$ cat src/rtl/add_share_arbiter.sv
// Round-robin arbiter sharing one WIDTH-bit adder among NUM_REQ requesters.
// One operation in flight; the adder is fed from registered operands.
module add_share_arbiter #(
    parameter int NUM_REQ     = 4,
    parameter int WIDTH       = 16,
    parameter int ADD_LATENCY = 1
) (
    input  logic                     clk,
    input  logic                     rst,
    input  logic [NUM_REQ-1:0]       req_valid,
    output logic [NUM_REQ-1:0]       req_ready,
    input  logic [NUM_REQ*WIDTH-1:0] req_a,
    input  logic [NUM_REQ*WIDTH-1:0] req_b,
    output logic [NUM_REQ-1:0]       rsp_valid,
    input  logic [NUM_REQ-1:0]       rsp_ready,
    output logic [WIDTH-1:0]         rsp_result,
    output logic [WIDTH-1:0]         add_a,
    output logic [WIDTH-1:0]         add_b,
    input  logic [WIDTH-1:0]         add_result,
    output logic [31:0]              ops_done
);

    localparam int IDX_W = $clog2(NUM_REQ);
    localparam int CNT_W = $clog2(ADD_LATENCY + 1);

    localparam logic [1:0] IDLE = 2'd0;
    localparam logic [1:0] WAIT = 2'd1;
    localparam logic [1:0] RESP = 2'd2;

    logic [1:0]       state;
    logic [IDX_W-1:0] rr_ptr;
    logic [IDX_W-1:0] grant_q;
    logic [CNT_W-1:0] cnt;
    logic [WIDTH-1:0] op_a;
    logic [WIDTH-1:0] op_b;

    logic             grant_any;
    logic [IDX_W-1:0] grant_idx;
    logic [WIDTH-1:0] sel_a;
    logic [WIDTH-1:0] sel_b;

    // Rotating priority scan starting at rr_ptr; first valid requester wins.
    always_comb begin
        // NOTE: every always_comb output gets a default first so no latch is inferred.
        grant_any = 1'b0;
        grant_idx = '0;
        for (int k = 0; k < NUM_REQ; k++) begin
            int j;
            j = int'(rr_ptr) + k;
            if (j >= NUM_REQ) j = j - NUM_REQ;
            if (!grant_any && req_valid[j]) begin
                grant_any = 1'b1;
                grant_idx = j[IDX_W-1:0];
            end
        end
    end

    always_comb begin
        sel_a = '0;
        sel_b = '0;
        for (int i = 0; i < NUM_REQ; i++) begin
            if (grant_idx == IDX_W'(i)) begin
                sel_a = req_a[i*WIDTH +: WIDTH];
                sel_b = req_b[i*WIDTH +: WIDTH];
            end
        end
    end

    // req_ready is gated by reset so no requester sees an accept while held in reset.
    always_comb begin
        req_ready = '0;
        if (rst && state == IDLE && grant_any) req_ready[grant_idx] = 1'b1;
    end

    always_comb begin
        rsp_valid = '0;
        if (state == RESP) rsp_valid[grant_q] = 1'b1;
    end

    // Operands only change at accept, so the adder inputs hold their last value.
    assign add_a = op_a;
    assign add_b = op_b;

    always_ff @(posedge clk or negedge rst) begin
        if (!rst) begin
            state      <= IDLE;
            rr_ptr     <= '0;
            grant_q    <= '0;
            cnt        <= '0;
            op_a       <= '0;
            op_b       <= '0;
            rsp_result <= '0;
            ops_done   <= '0;
        end else begin
            // NOTE: sequential state uses non-blocking assignments so every register samples pre-edge values.
            case (state)
                IDLE: begin
                    if (grant_any) begin
                        op_a    <= sel_a;
                        op_b    <= sel_b;
                        grant_q <= grant_idx;
                        cnt     <= CNT_W'(ADD_LATENCY);
                        rr_ptr  <= (grant_idx == IDX_W'(NUM_REQ - 1)) ? '0 : grant_idx + 1'b1;
                        state   <= WAIT;
                    end
                end
                WAIT: begin
                    cnt <= cnt - 1'b1;
                    if (cnt == CNT_W'(1)) begin
                        rsp_result <= add_result;
                        state      <= RESP;
                    end
                end
                RESP: begin
                    if (rsp_ready[grant_q]) begin
                        ops_done <= ops_done + 32'd1;
                        state    <= IDLE;
                    end
                end
                default: state <= IDLE;
            endcase
        end
    end

endmodule

$ cat config.mk
export PLATFORM = sky130hd
export DESIGN_NAME = add_share_arbiter
export DESIGN_NICKNAME = d
export VERILOG_FILES = /design/src/rtl/add_share_arbiter.sv
export SDC_FILE = /design/constraint.sdc
export NUM_CORES = 1
export LEC_CHECK = 0
export BUFFER_PORTS_ARGS = -buffer_cell sky130_fd_sc_hd__buf_2
export CAP_MARGIN = 20
export CORE_UTILIZATION = 49
export DETAILED_ROUTE_END_ITERATION = 10
export GPL_TIMING_DRIVEN = 1
export PLACE_DENSITY = 0.92
export SETUP_SLACK_MARGIN = 0.5
export SYNTH_ARGS = -nofsm -noshare
export SYNTH_HDL_FRONTEND = slang
export SYNTH_SLANG_ARGS = --single-unit
$ cat constraint.sdc
create_clock -name clk -period 7.15 [get_ports clk]
set_clock_uncertainty 0.05 [all_clocks]
set_input_delay 0 -clock clk [delete_from_list [all_inputs] [get_ports clk]]
set_output_delay 0 -clock clk [all_outputs]
set_load 0.01 [all_outputs]
==> metrics.cfg, run 1 <==
[floorplan]
dieArea_um2=9790
die_x_um=99.0
coreArea_um2=9150
ios=242
initial_core_util=0.503
num_rows=35
die_h_um=99.0

[synthesis]
async_reset_ff_frac=1.00
synth.distinct_cells=40
synthSimpleGateAreaFrac=0.211
ys_seq_elements=87
ys_seq_area_frac=0.473
yosys_warnings=0
syn-num-nets=644
synthXorXnorAreaFrac=0.0590
ys.flop_type=dfrtp_1
syn_area_um2=4610
postSynthAreaPerCell_um2=9.50
synth_compound_area_frac=0.157
synth_top_family_by_area=simple AND/OR/NAND/NOR gates
synthMuxAreaShare=0.0492
synthAdderAreaFrac=0.0136
synth_edf_count=0
postSynthCellCount=485

[global_route]
grt_usage=0.304
grt_max_degree=69
antenna_found_initial=2
grt_pass1_wl_um=23300
grt_pass1_vias=4918
grt_overflow=0

[worst_setup_path]
cp_max_fo=35
rr_worst_depth=12
crit_top_cell=a21oi_1
path_class=reg -> reg
required_ns=7.39
worstPathArrival_ns=3.48
cp_cell_sequence=nand2b_1, a21o_1, o221ai_1, nor2_1, ha_1, buf_4, nor2b_2, buf_8, a221oi_1, nor3_1, a21oi_1, a21oi_1
cpMaxStageDelayCell=nor2b_2
slowest_delay_ns=0.62
critPathLaunchType=flip-flop
crit_path_end_kind=flip-flop
reg2reg_from=rr_ptr[1]
r2r_end=add_b[15]
rrSetupSlack_ns=3.91

[placed_design]
io_buffers=241
globalplace.congestion=1.04
place_hpwl_um=10000
place_inst=811

[sta]
totalNegativeSetupSlack_ns=0
slew_viol_final=0
post-route-min-period_ns=3.24
relSlewSlack=0.311
worst_pin_slew_ns=1.03
fmax_ghz=0.309
period_share=0.453
hold_violations=0
rsz0062_at_grt=no
setup_viol=0
hold_ws_ns=0.0549

[power]
p_int_mw=1.36
power_frac_clock=0.152
power_frac_comb=0.508
power.leakage_nw=3.21
netSwitchingPower_mw=0.985
ir_drop_mv=0.259
total_power_mw=2.35
p_sw_frac=0.420
power.density_nw_per_um2=356
power_frac_seq=0.340

[route]
vias_per_cell=5.66
wirelength_um=14800
vias=4965
wl_per_cell_um=16.9
drt_iter0_drc=232
ant_nets=0
drt_pass1_iterations=5
drc=0

[status]
outcome=finished, final reports clean

[clock_network]
cts_root_buf=clkbuf_8
htreeDepth=3
cts-resized-gates=0
cts_tree=yes
cts_hold_buf=50
post_cts_buffers=0
clk_pin_slew_ns=0.10
clockBufferDepth=2
clock_sinks=87
cts_buffers=9
worstSkewPairLatency_ns=0.35

[finish]
layout_common_cells=240 x buf_2, 87 x dfrtp_1, 70 x a21oi_1
fin_nets=920
n_antenna_cell=0
final_common_cell=buf_2
drive_above_1_share=0.381
utilization=0.720
fin_cells=877
syn_to_final_growth_pct=43.1

[worst_hold_path]
hold_depth=5
hp-class=in -> reg
hold_path_end=add_a[4]
hold_start=req_a[36]

[run]
max_cap_viol_count=0

[worst max-delay path, delay by kind of cell, from the launching register on]
family,cells,cell delay [ns]
and+or+nand+nor,4,1.29
AOI/OAI and AO/OA,5,0.65
adders and majority gates,1,0.25
buffers and inverters,2,0.50
DFF,1,0.45
[logic make-up after synthesis]
family	after synthesis
DFF	87
AOI/OAI and AO/OA	113
and+or+nand+nor	185
xor gates and xnor gates	31
adders and majority gates	5
muxes	20
buffers and inverters	44
[Yosys cell counts (11+ instances only)]
cell type,instances,area share
dfrtp_1,87,0.47
a21oi_1,70,0.076
nor2_1,46,0.037
nor3_1,43,0.047
nor2b_1,32,0.043
a221oi_1,31,0.059
clkbuf_1,29,0.024
nand2_1,22,0.018
xor2_1,20,0.038
mux2_2,17,0.042
inv_1,13,0.011
xnor2_1,11,0.021
[state kept, by name, indices dropped and copies added (netlist names)]
register,flops
state,2
add_a,16
rsp_result,16
grant_q,2
rr_ptr,2
add_b,16
ops_done,32
cnt,1
[power groups by stage]
stage / Combinational (mW) / Clock (mW) / Sequential, mW
4_1_cts: 1.17 / 0.364 / 0.796
3_5_place_dp: 1.14 / 0 / 0.804
3_3_place_gp: 1.09 / 0 / 0.792
2_1_floorplan: 0.697 / 0 / 0.862
5_1_grt: 1.31 / 0.384 / 0.819
6_report: 1.19 / 0.357 / 0.798
[routing by layer]
| metal | global-route usage | share of wire | up-vias | wire, um |
|---|---|---|---|---|
| li1 | - | - | 2285 | - |
| met1 | 0.341 | 0.37 | 2313 | 5520 |
| met2 | 0.533 | 0.51 | 297 | 7470 |
| met3 | 0.0709 | 0.075 | 68 | 1110 |
| met4 | 0.172 | 0.045 | 2 | 663 |
| met5 | 0 | 0.00088 | - | 13 |
[worst max-delay path by stage]
stage / from / end / slack, ns / depth (start not counted)
3_3_place_gp: rr_ptr[1] / add_b[4] / 3.85 / 11
2_1_floorplan: rr_ptr[1] / add_b[1] / 4.81 / 12
5_1_grt: rr_ptr[1] / add_b[15] / 3.80 / 12
3_5_place_dp: rr_ptr[1] / add_b[4] / 4.06 / 12
6_report: rr_ptr[1] / add_b[15] / 3.91 / 12
4_1_cts: rr_ptr[1] / add_b[4] / 4.04 / 12
[stage by stage]
stage | area [um^2] | setup slack, ns
6_report | 6590 | 3.91
3_5_place_dp | 5890 | 4.06
4_1_cts | 6590 | 4.04
5_1_grt | 6590 | 3.80
2_1_floorplan | 4610 | 4.81
3_3_place_gp | 5870 | 3.85
[area by class of cell]
| cell class | instances | area, um^2 |
|---|---|---|
| Sequential cell | 87 | 2180 |
| Tap cell | 111 | 139 |
| Inverter | 13 | 48.8 |
| Multi-Input combinational cell | 354 | 2270 |
| Clock buffer | 10 | 128 |
| Clock inverter | 6 | 75.1 |
| Fill cell | 653 | 2560 |
| Timing Repair Buffer | 296 | 1750 |
Power figures use the tool's default switching activity.
==> run 2: changes to the inputs <==
CORE_UTILIZATION = 46   (was 49)
PLACE_DENSITY = 0.87   (was 0.92)
clock period = 3.3 ns   (was 7.15 ns; I/O delays follow)
==> run 2 against run 1 <==
Clock-buffer cell count shrank 1. Final area grew 1.0%. Die area grew 6.4%. Combinational power grew 120%. Critical path depth shrank 4. Worst hold slack lost 0.0042 ns. Non-clock buffer count grew 5. Critical path type is now reg -> out. Register-to-register slack lost 3.2 ns. Sequential share of layout area shrank 0.34 points.
==> metrics.cfg, run 2 (synthesized netlist as in run 1, its figures left out) <==
[route]
wirelength_um=15100
drt_pass1_iterations=4
vias_per_cell=5.50
ant_nets=0
drt_iter0_drc=152
drc=0
wl_per_cell_um=16.7
vias=4978

[clock_network]
cts_tree=yes
cts_root_buf=clkbuf_8
clk_pin_slew_ns=0.09
htreeDepth=3
clockBufferDepth=2
worstSkewPairLatency_ns=0.36
clock_sinks=87
cts_buffers=9

[floorplan]
dieArea_um2=10400
initial_core_util=0.473
die_h_um=102
coreArea_um2=9730
ios=242
die_x_um=102
num_rows=36

[sta]
setup_viol=0
rsz0062_at_grt=yes
slew_viol_final=0
hold_violations=0
period_share=0.787
fmax_ghz=0.385
relSlewSlack=0.423
worst_pin_slew_ns=0.865
totalNegativeSetupSlack_ns=0
post-route-min-period_ns=2.60

[global_route]
antenna_found_initial=2
grt_max_degree=69
grt_usage=0.294
grt_pass1_vias=4911
grt_pass1_wl_um=23600
grt_overflow=0

[worst_setup_path]
required_ns=3.25
critPathLaunchType=flip-flop
slowest_delay_ns=0.47
crit_family=simple AND/OR/NAND/NOR gates
cp_cell_sequence=nand2b_1, a21o_1, o221ai_1, nor2_2, ha_2, buf_4, and3_1, buf_2
path_buf_inv=2
worstPathArrival_ns=2.55
path_class=reg -> out
cpMaxStageDelayCell=ha_2
cp_max_fo=27
crit_path_end_kind=primary output

[finish]
layout_common_cells=240 x buf_2, 87 x dfrtp_1, 70 x a21oi_1
fin_nets=925
multi_input_area_um2=2300
top_register=ops_done
register_area_um2=2180
drive_above_1_share=0.390
syn_to_final_growth_pct=44.6
largest_reg_flops=32
final_common_cell=buf_2
nFillCells=756

[placed_design]
globalplace.congestion=0.966
io_buffers=241
place_hpwl_um=10300

[power]
ir_drop_mv=0.580
power.leakage_nw=3.23
power.density_nw_per_um2=758
total_power_mw=5.05

[run]
max_cap_viol_count=0

[status]
outcome=finished, final reports clean

[worst_hold_path]
hp-class=in -> reg

## run 2: stage by stage
step	cells	hold WS, ns	setup slack (ns)	area (um^2)	utilization
after floorplan	485	-0.346	0.957	4610	-
after global placement	836	0.100	0.335	5930	0.609
after detailed placement	837	0.110	0.629	5940	0.611
after CTS	902	0.0268	0.595	6620	0.680
after global routing	905	0.0739	0.478	6660	0.684
final	905	0.0507	0.702	6660	0.684
## run 2: tightest hold or removal path: stages
cell     delay (ns)
buf_2          0.10
nor2b_1        0.09
nor3_1         0.06
a21oi_1        0.10
a21oi_1        0.07
## run 2: area by class of cell
class | count | area share
antenna | 2 | 0.000752
multi-input combinational | 354 | 0.345
tap | 133 | 0.0250
inverter | 13 | 0.00733
clock buffer | 9 | 0.0186
sequential | 87 | 0.327
timing repair buffer | 301 | 0.269
clock inverter | 6 | 0.00695
## run 2: per-layer routing
layer,GRT usage,share of wire
met5,0.0192,0
met4,0.188,0.047
met3,0.0876,0.084
met2,0.482,0.49
met1,0.335,0.38
## run 2: what timing repair did
action,CTS,global route
endpoints found under the hold margin,110,0
hold buffers,50,0
setup endpoints to repair,0,30
setup buffers,0,1
gates resized for setup,0,5
## run 2: final timing paths
path / startpoint / endpoint / slack, ns / cells after the start
max: rr_ptr[1] / req_ready[3] / 0.70 / 8
min: req_b[36] / add_b[4] / 0.05 / 5
max reg2reg: rr_ptr[1] / add_a[6] / 0.71 / 12
min reg2reg: cnt / state[0] / 0.44 / 1
max in group asynchronous: rst / ops_done[0] / 2.12 / 3
min in group asynchronous: rst / ops_done[19] / 0.21 / 2
## run 2: where the power goes
group	leakage (nW)	switching, mW	internal, mW
Combinational	2.10	1.47	1.16
Clock	0.0817	0.406	0.274
Sequential	1.05	0.282	1.46
Total	3.23	2.16	2.89
